===== src/rtl/mem_cache_ctrl_if.sv =====
// mem_cache_ctrl_if
//  Bundles the MEM-stage request handshake and the SRAM-controller word bus
//  that the data cache sits between.
//  Upstream (MEM side):   R_EN, W_EN, address, data_in -> cache; data_out, ready <- cache
//  Downstream (SRAM side): sram_R_EN, sram_W_EN, sram_address, sram_wdata <- cache;
//                          sram_rdata, sram_ready -> cache
//  modport slave  : the cache controller's view
//  modport master : the surrounding environment (MEM stage plus SRAM controller)
interface mem_cache_ctrl_if;
    logic        R_EN;
    logic        W_EN;
    logic [31:0] address;
    logic [31:0] data_in;
    logic [31:0] data_out;
    logic        ready;

    logic        sram_R_EN;
    logic        sram_W_EN;
    logic [31:0] sram_address;
    logic [31:0] sram_wdata;
    logic [31:0] sram_rdata;
    logic        sram_ready;

    modport slave (
        input  R_EN, W_EN, address, data_in,
        output data_out, ready,
        output sram_R_EN, sram_W_EN, sram_address, sram_wdata,
        input  sram_rdata, sram_ready
    );

    modport master (
        output R_EN, W_EN, address, data_in,
        input  data_out, ready,
        input  sram_R_EN, sram_W_EN, sram_address, sram_wdata,
        output sram_rdata, sram_ready
    );
endinterface


===== src/rtl/mem_cache_ctrl.sv =====
// mem_cache_ctrl
//  Direct-mapped, write-through, no-write-allocate data cache between the MEM
//  stage and the SRAM controller. Lines hold two 32-bit words. Read hits
//  complete combinationally in the request cycle; read misses refill the line
//  with two SRAM word reads; writes always go to SRAM and patch the cached
//  word when the line is present.
//  Ports:
//   clk  - clock, rising edge
//   rst  - synchronous active-low reset
//   bus  - mem_cache_ctrl_if.slave (MEM handshake + SRAM word bus)
//
//  state    | meaning
//  ---------+--------------------------------------------------------------
//  S_IDLE   | serve read hits, launch a refill or a write-through
//  S_RD0    | waiting for word0 of the line from SRAM
//  S_RD_GAP | one-cycle enable gap, then request word1
//  S_RD1    | waiting for word1; line is written and validated on completion
//  S_WR     | waiting for the SRAM write to complete
module mem_cache_ctrl #(
    parameter int SET_BITS = 6,
    parameter int ADDR_W   = 19
) (
    input  logic             clk,
    input  logic             rst,
    mem_cache_ctrl_if.slave  bus
);

    localparam int TAG_W = ADDR_W - SET_BITS - 3;
    localparam int LINES = 1 << SET_BITS;

    localparam logic [2:0] S_IDLE   = 3'd0;
    localparam logic [2:0] S_RD0    = 3'd1;
    localparam logic [2:0] S_RD_GAP = 3'd2;
    localparam logic [2:0] S_RD1    = 3'd3;
    localparam logic [2:0] S_WR     = 3'd4;

    logic [2:0]          state_q;
    logic [LINES-1:0]    valid_q;
    logic [TAG_W-1:0]    tag_q   [LINES];
    logic [31:0]         word0_q [LINES];
    logic [31:0]         word1_q [LINES];
    logic [31:0]         fill_q;

    logic                sram_r_en_q;
    logic                sram_w_en_q;
    logic [31:0]         sram_addr_q;
    logic [31:0]         sram_wdata_q;

    logic [SET_BITS-1:0] req_idx;
    logic [TAG_W-1:0]    req_tag;
    logic                req_hit;
    logic [SET_BITS-1:0] line_idx;
    logic [TAG_W-1:0]    line_tag;
    logic                line_hit;
    logic                fill_we;
    logic                wr_we;
    logic                unused_addr_bits;

    assign unused_addr_bits = ^bus.address[1:0];

    // Lookup for the live request (IDLE only ever trusts this one).
    assign req_idx = bus.address[SET_BITS+2:3];
    assign req_tag = bus.address[ADDR_W-1:SET_BITS+3];
    assign req_hit = valid_q[req_idx] && (tag_q[req_idx] == req_tag);

    // Once out of IDLE, the line being worked on is identified by the
    // registered SRAM address, so the caller's address is not re-sampled.
    assign line_idx = sram_addr_q[SET_BITS+2:3];
    assign line_tag = sram_addr_q[ADDR_W-1:SET_BITS+3];
    assign line_hit = valid_q[line_idx] && (tag_q[line_idx] == line_tag);

    assign fill_we = rst && (state_q == S_RD1) && bus.sram_ready;
    assign wr_we   = rst && (state_q == S_WR) && bus.sram_ready && line_hit;

    always_comb begin
        bus.ready = 1'b0;
        case (state_q)
            S_IDLE: begin
                if (bus.W_EN) begin
                    bus.ready = 1'b0;
                end else if (bus.R_EN) begin
                    bus.ready = req_hit;
                end else begin
                    bus.ready = 1'b1;
                end
            end
            S_WR:    bus.ready = bus.sram_ready;
            default: bus.ready = 1'b0;
        endcase
    end

    always_comb begin
        bus.data_out = '0;
        if (req_hit) begin
            bus.data_out = bus.address[2] ? word1_q[req_idx] : word0_q[req_idx];
        end
    end

    assign bus.sram_R_EN    = sram_r_en_q;
    assign bus.sram_W_EN    = sram_w_en_q;
    assign bus.sram_address = sram_addr_q;
    assign bus.sram_wdata   = sram_wdata_q;

    always_ff @(posedge clk) begin
        if (!rst) begin
            state_q      <= S_IDLE;
            valid_q      <= '0;
            sram_r_en_q  <= 1'b0;
            sram_w_en_q  <= 1'b0;
            sram_addr_q  <= '0;
            sram_wdata_q <= '0;
        end else begin
            case (state_q)
                S_IDLE: begin
                    // A simultaneous R_EN is ignored: the write wins.
                    if (bus.W_EN) begin
                        sram_addr_q  <= {bus.address[31:2], 2'b00};
                        sram_wdata_q <= bus.data_in;
                        sram_w_en_q  <= 1'b1;
                        state_q      <= S_WR;
                    end else if (bus.R_EN && !req_hit) begin
                        sram_addr_q  <= {bus.address[31:3], 3'b000};
                        sram_r_en_q  <= 1'b1;
                        state_q      <= S_RD0;
                    end
                end
                S_RD0: begin
                    if (bus.sram_ready) begin
                        sram_r_en_q <= 1'b0;
                        state_q     <= S_RD_GAP;
                    end
                end
                S_RD_GAP: begin
                    sram_addr_q <= {sram_addr_q[31:3], 3'b100};
                    sram_r_en_q <= 1'b1;
                    state_q     <= S_RD1;
                end
                S_RD1: begin
                    if (bus.sram_ready) begin
                        sram_r_en_q       <= 1'b0;
                        valid_q[line_idx] <= 1'b1;
                        state_q           <= S_IDLE;
                    end
                end
                S_WR: begin
                    if (bus.sram_ready) begin
                        sram_w_en_q <= 1'b0;
                        state_q     <= S_IDLE;
                    end
                end
                default: state_q <= S_IDLE;
            endcase
        end
    end

    // Tag/data storage is deliberately not reset; only valid bits are.
    always_ff @(posedge clk) begin
        if ((state_q == S_RD0) && bus.sram_ready) begin
            fill_q <= bus.sram_rdata;
        end
        if (fill_we) begin
            tag_q[line_idx]   <= line_tag;
            word0_q[line_idx] <= fill_q;
            word1_q[line_idx] <= bus.sram_rdata;
        end else if (wr_we) begin
            if (sram_addr_q[2]) begin
                word1_q[line_idx] <= sram_wdata_q;
            end else begin
                word0_q[line_idx] <= sram_wdata_q;
            end
        end
    end

endmodule


===== src/flat_wrapper.sv =====
// flat-port wrapper written by rule: the top's interface ports become plain ports
module mem_cache_ctrl_flat 
#(
    parameter int SET_BITS = 6,
    parameter int ADDR_W   = 19
)
  (clk, rst, bus_R_EN, bus_W_EN, bus_address, bus_data_in, bus_data_out, bus_ready, bus_sram_R_EN, bus_sram_W_EN, bus_sram_address, bus_sram_wdata, bus_sram_rdata, bus_sram_ready);
  mem_cache_ctrl_if bus_i ();
  input  logic clk;
  input  logic rst;
  input wire logic [$bits(bus_i.R_EN)-1:0] bus_R_EN;
  input wire logic [$bits(bus_i.W_EN)-1:0] bus_W_EN;
  input wire logic [$bits(bus_i.address)-1:0] bus_address;
  input wire logic [$bits(bus_i.data_in)-1:0] bus_data_in;
  output wire logic [$bits(bus_i.data_out)-1:0] bus_data_out;
  output wire logic [$bits(bus_i.ready)-1:0] bus_ready;
  output wire logic [$bits(bus_i.sram_R_EN)-1:0] bus_sram_R_EN;
  output wire logic [$bits(bus_i.sram_W_EN)-1:0] bus_sram_W_EN;
  output wire logic [$bits(bus_i.sram_address)-1:0] bus_sram_address;
  output wire logic [$bits(bus_i.sram_wdata)-1:0] bus_sram_wdata;
  input wire logic [$bits(bus_i.sram_rdata)-1:0] bus_sram_rdata;
  input wire logic [$bits(bus_i.sram_ready)-1:0] bus_sram_ready;
  assign bus_i.R_EN = bus_R_EN;
  assign bus_i.W_EN = bus_W_EN;
  assign bus_i.address = bus_address;
  assign bus_i.data_in = bus_data_in;
  assign bus_data_out = bus_i.data_out;
  assign bus_ready = bus_i.ready;
  assign bus_sram_R_EN = bus_i.sram_R_EN;
  assign bus_sram_W_EN = bus_i.sram_W_EN;
  assign bus_sram_address = bus_i.sram_address;
  assign bus_sram_wdata = bus_i.sram_wdata;
  assign bus_i.sram_rdata = bus_sram_rdata;
  assign bus_i.sram_ready = bus_sram_ready;
  mem_cache_ctrl #(.SET_BITS(SET_BITS), .ADDR_W(ADDR_W)) u_core (.clk(clk), .rst(rst), .bus(bus_i));
endmodule

===== config.mk =====
export PLATFORM = sky130hd
export DESIGN_NAME = mem_cache_ctrl_flat
export DESIGN_NICKNAME = d
export VERILOG_FILES = /design/src/rtl/mem_cache_ctrl_if.sv /design/src/rtl/mem_cache_ctrl.sv /design/src/flat_wrapper.sv
export SDC_FILE = /design/constraint.sdc
export NUM_CORES = 2
export LEC_CHECK = 0
export BUFFER_PORTS_ARGS = -buffer_cell sky130_fd_sc_hd__clkbuf_2
export CORE_ASPECT_RATIO = 1.5
export CORE_MARGIN = 1
export CORE_UTILIZATION = 55
export CTS_CLUSTER_SIZE = 30
export DETAILED_ROUTE_END_ITERATION = 10
export PLACE_DENSITY = 0.76
export SETUP_SLACK_MARGIN = 0.5
export SLEW_MARGIN = 25
export SYNTH_ARGS = -nofsm -noshare
export SYNTH_HDL_FRONTEND = slang
export SYNTH_MEMORY_MAX_BITS = 65536
export SYNTH_SLANG_ARGS = --single-unit

===== constraint.sdc =====
create_clock -name clk -period 16.8 [get_ports clk]
set_clock_uncertainty 0.1 [all_clocks]
set_input_delay 0.84 -clock clk [delete_from_list [all_inputs] [get_ports clk]]
set_output_delay 0.84 -clock clk [all_outputs]
set_load 0.01 [all_outputs]

==> flow_summary.toml <==
[setup_path]
cp.depth = 12
slowest_delay_ns = 0.92
crit_chain = "buf_8 -> buf_4 -> buf_4 -> buf_4 -> buf_4 -> buf_4 -> mux4_2 -> mux4_2 -> mux4_2 -> nand2_1 -> a21oi_1 -> clkbuf_2"
rr_endpoint = "u_core.word0_q[25][26]"
required_ns = 15.86
critPathMaxFanout = 67
arrival_ns = 7.90
cpMostUsedCell = "buf_4"
r2r_cells = 15
crit_path_start = "bus_address[4]"
rrSetupSlack_ns = 8.17
crit_buf_inv = 7
cp-end-kind = "output port"
startpoint_type = "input pin"
crit_end = "bus_data_out[13]"
slowest_stage = "buf_4"
critical_path_class = "input pin to output port"
cp_top_family = "buffers and inverters"

[grt]
grt-ovfl-total = 0
grt_pass1_vias = 101000
grt_max_degree = 160
grt_pass1_wl_um = 779000
track_usage_pct = 31.9
antenna_found_initial = 38

[cells_and_area]
fin_area_um2 = 217000
syn2layout_area_growth_pct = 11.9
drive_above_1_share_pct = 32.6
layout.nets = 9060

[timing]
fin_crit_ns = 8.84
slew_headroom_pct = 22.1
setup_slack_ns = 7.96
worst_pin_slew_ns = 1.17
fin_hold_ws_ns = 0.0193
rsz0062_at_grt = "no"
slew_violations = 0
setup_viol = 0
period_share_pct = 52.6
hold_viol_final = 0
setup_tns_ns = 0
fmax_mhz = 113

[drt]
highest_layer = "met5"
detail_route.wl_per_cell_um = 40.4
met3RoutedLength_um = 69400
drc = 1
wl_met2_um = 276000
drtAntennaViolNets = 0
wl_met1_um = 177000
via_count = 100000
drtPass1Iterations = 11
wirelength_um = 566000
drtIter0Drc = 15500
vias_per_cell = 7.14

[logic_synthesis]
async_reset_ff_share_pct = 0
syn-cell-area_um2 = 194000
synth_top_family_by_area = "multiplexers"
synthFlopType = "edfxtp_1"
synth.avg_cell_area_um2 = 22.9
syn-instance-count = 8451
synth_compound_area_share_pct = 1.17
synth_fa_ha_area_share_pct = 0
synth-edff-count = 4768
ys_seq_area_share_pct = 75.3
synth.distinct_cells = 65
ys_ff_latch = 4905
synthMuxAreaShare_pct = 20.6
synthXorXnorAreaFrac_pct = 0.0949
yosysWarnings = 0
synth_simple_gate_area_share_pct = 1.54

[die]
dieWidth_um = 487
die_h_um = 729
num_rows = 266
fp.dieArea_um2 = 355000
initial_core_util_pct = 55.3
core_um2 = 350000
io_pins = 200

[placed_design]
postPlaceCellArea_um2 = 202000
io_buffers = 195
dp_hpwl_um = 296000
routabilityCongestion = 0.894
place_ws_ns = 8.15

[power]
p_sw_share_pct = 22.2
seqPwrFrac_pct = 53.5
internal-power_uw = 19600
power_density_nw_per_um2 = 116
power_frac_comb_pct = 6.6
power_uw = 25200
power_frac_clock_pct = 39.8
peakVddDrop_mv = 0.0985
p_leak_uw = 0.0679
switchingPower_uw = 5600

[status]
violations = "DRC"
outcome = "finished with violations"

[clock_tree]
cts.sinks = 4905
cts_max_level = 5
cts_root_buf = "clkbuf_16"
post_cts_buffers = 0
cts_made_buffers = 428
path_clk_slew_ns = 0.07
clk_latency_ns = 1.06
cts_tree = "done"
clock_path_buffers = 4

[job]
maxCapViolations = 0

[hold_path]
holdCritPathClass = "input pin to flip-flop"
-- per-stage QoR --
step | utilization (%) | instances
4_1_cts | 61.9 | 14000
3_3_place_gp | 57.7 | 13100
6_report | 61.9 | 14000
2_1_floorplan | - | 8452
5_1_grt | 61.9 | 14000
3_5_place_dp | 57.7 | 13200
-- power by group through the flow --
| stage | logic [uW] | clock network, uW | registers, uW |
|---|---|---|---|
| floorplan | 981 | 0 | 13800 |
| global placement | 1550 | 0 | 13700 |
| global route | 1710 | 10500 | 13500 |
| CTS | 1630 | 10000 | 13500 |
| finish | 1670 | 10000 | 13500 |
| detailed placement | 1600 | 0 | 13800 |
-- routing by layer --
layer  global-route usage [%]  vias up
met2                     51.9     8811
met3                     8.82     1973
met5                        0        -
met4                     20.1       32
li1                         -    37100
met1                     37.7    52200
-- worst register-to-register path: cells and delay by family (launching register included) --
kind	cells	cell delay, ns
buffers and inverters	6	3.35
and+or+nand+nor	5	2.41
muxes	2	1.26
DFF	1	0.62
AOI/OAI and AO/OA	1	0.33
xor gates and xnor gates	1	0.18
-- flip-flops by register name (all words and copies together), names as in the netlist, named ones only --
name / cells
u_core.bus.sram_W_EN: 1
u_core.tag_q: 640
u_core.bus.sram_wdata: 32
u_core.fill_q: 32
u_core.valid_q: 64
u_core.bus.sram_R_EN: 1
u_core.bus.sram_address: 30
u_core.word0_q: 2048
u_core.word1_q: 2048
u_core.state_q: 3
-- Yosys cell counts (7+ instances only) --
cell | count | share of area, %
edfxtp_1 | 4768 | 74
mux4_2 | 1629 | 19
nand2_1 | 339 | 0.66
clkbuf_1 | 289 | 0.56
mux2i_1 | 234 | 1.2
nor2_1 | 234 | 0.45
dfxtp_1 | 137 | 1.4
buf_2 | 122 | 0.32
a21oi_1 | 100 | 0.26
mux2_2 | 87 | 0.51
a21o_1 | 63 | 0.24
a22oi_1 | 56 | 0.22
buf_1 | 51 | 0.099
nand3_1 | 35 | 0.090
buf_6 | 27 | 0.16
o21ai_0 | 25 | 0.065
buf_4 | 24 | 0.093
nor3_1 | 16 | 0.041
o22ai_1 | 16 | 0.052
a221oi_1 | 14 | 0.063
xor2_1 | 12 | 0.054
and2_1 | 11 | 0.036
nand4_1 | 11 | 0.036
nor2b_1 | 11 | 0.036
inv_1 | 10 | 0.019
nand2b_1 | 10 | 0.032
a211oi_1 | 9 | 0.035
xnor2_1 | 9 | 0.041
a22o_1 | 8 | 0.036
nor3b_1 | 8 | 0.031
a31oi_1 | 7 | 0.023
and3_1 | 7 | 0.023
-- cells by family after synthesis --
kind of cell,Yosys count
xor gates and xnor gates,21
buffers and inverters,526
AOI/OAI and AO/OA,338
other,1
DFF,4905
and+or+nand+nor,710
muxes,1950
-- how the worst min path moves through the flow --
stage / start / end / slack, ns / depth (start not counted)
detailed placement: u_core.valid_q[28] / u_core.valid_q[28] / 0.36 / 1
global route: bus_address[25] / u_core.bus.sram_address[25] / 0.009 / 3
floorplan: u_core.valid_q[1] / u_core.valid_q[1] / 0.34 / 1
CTS: bus_address[25] / u_core.bus.sram_address[25] / 0.002 / 3
finish: bus_address[14] / u_core.bus.sram_address[14] / 0.02 / 3
global placement: u_core.valid_q[36] / u_core.valid_q[36] / 0.34 / 1
-- cell type report --
cell class                 count  area [um^2]
antenna                       21         52.6
inverter                      13         56.3
clock inverter               249         2600
fill                       22400       133000
multi-input combinational   3021        46700
timing repair buffer         590         4270
tap                         4690         5870
sequential                  4905       146000
clock buffer                 525        11300
-- cell usage in the layout (no fill, tap or decap), drive strengths merged, types with 21 or more instances in the layout --
cell         count
nand2          339
nand3           35
a21o            63
edfxtp        4768
dlygate4sd3     67
diode           21
buf            334
mux2i          234
dfxtp          137
clkinv         168
mux2            87
clkbuf         714
o21ai           28
a21oi          100
inv             26
a22oi           56
clkinvlp        21
nor2           234
mux4          1629
bufinv          47
-- timing repair --
action | in CTS | in global routing
gates resized for setup | 0 | 0
hold buffers | 67 | 0
hold endpoints to repair | 67 | 0
Note: power is estimated with default switching activity, not from simulation.
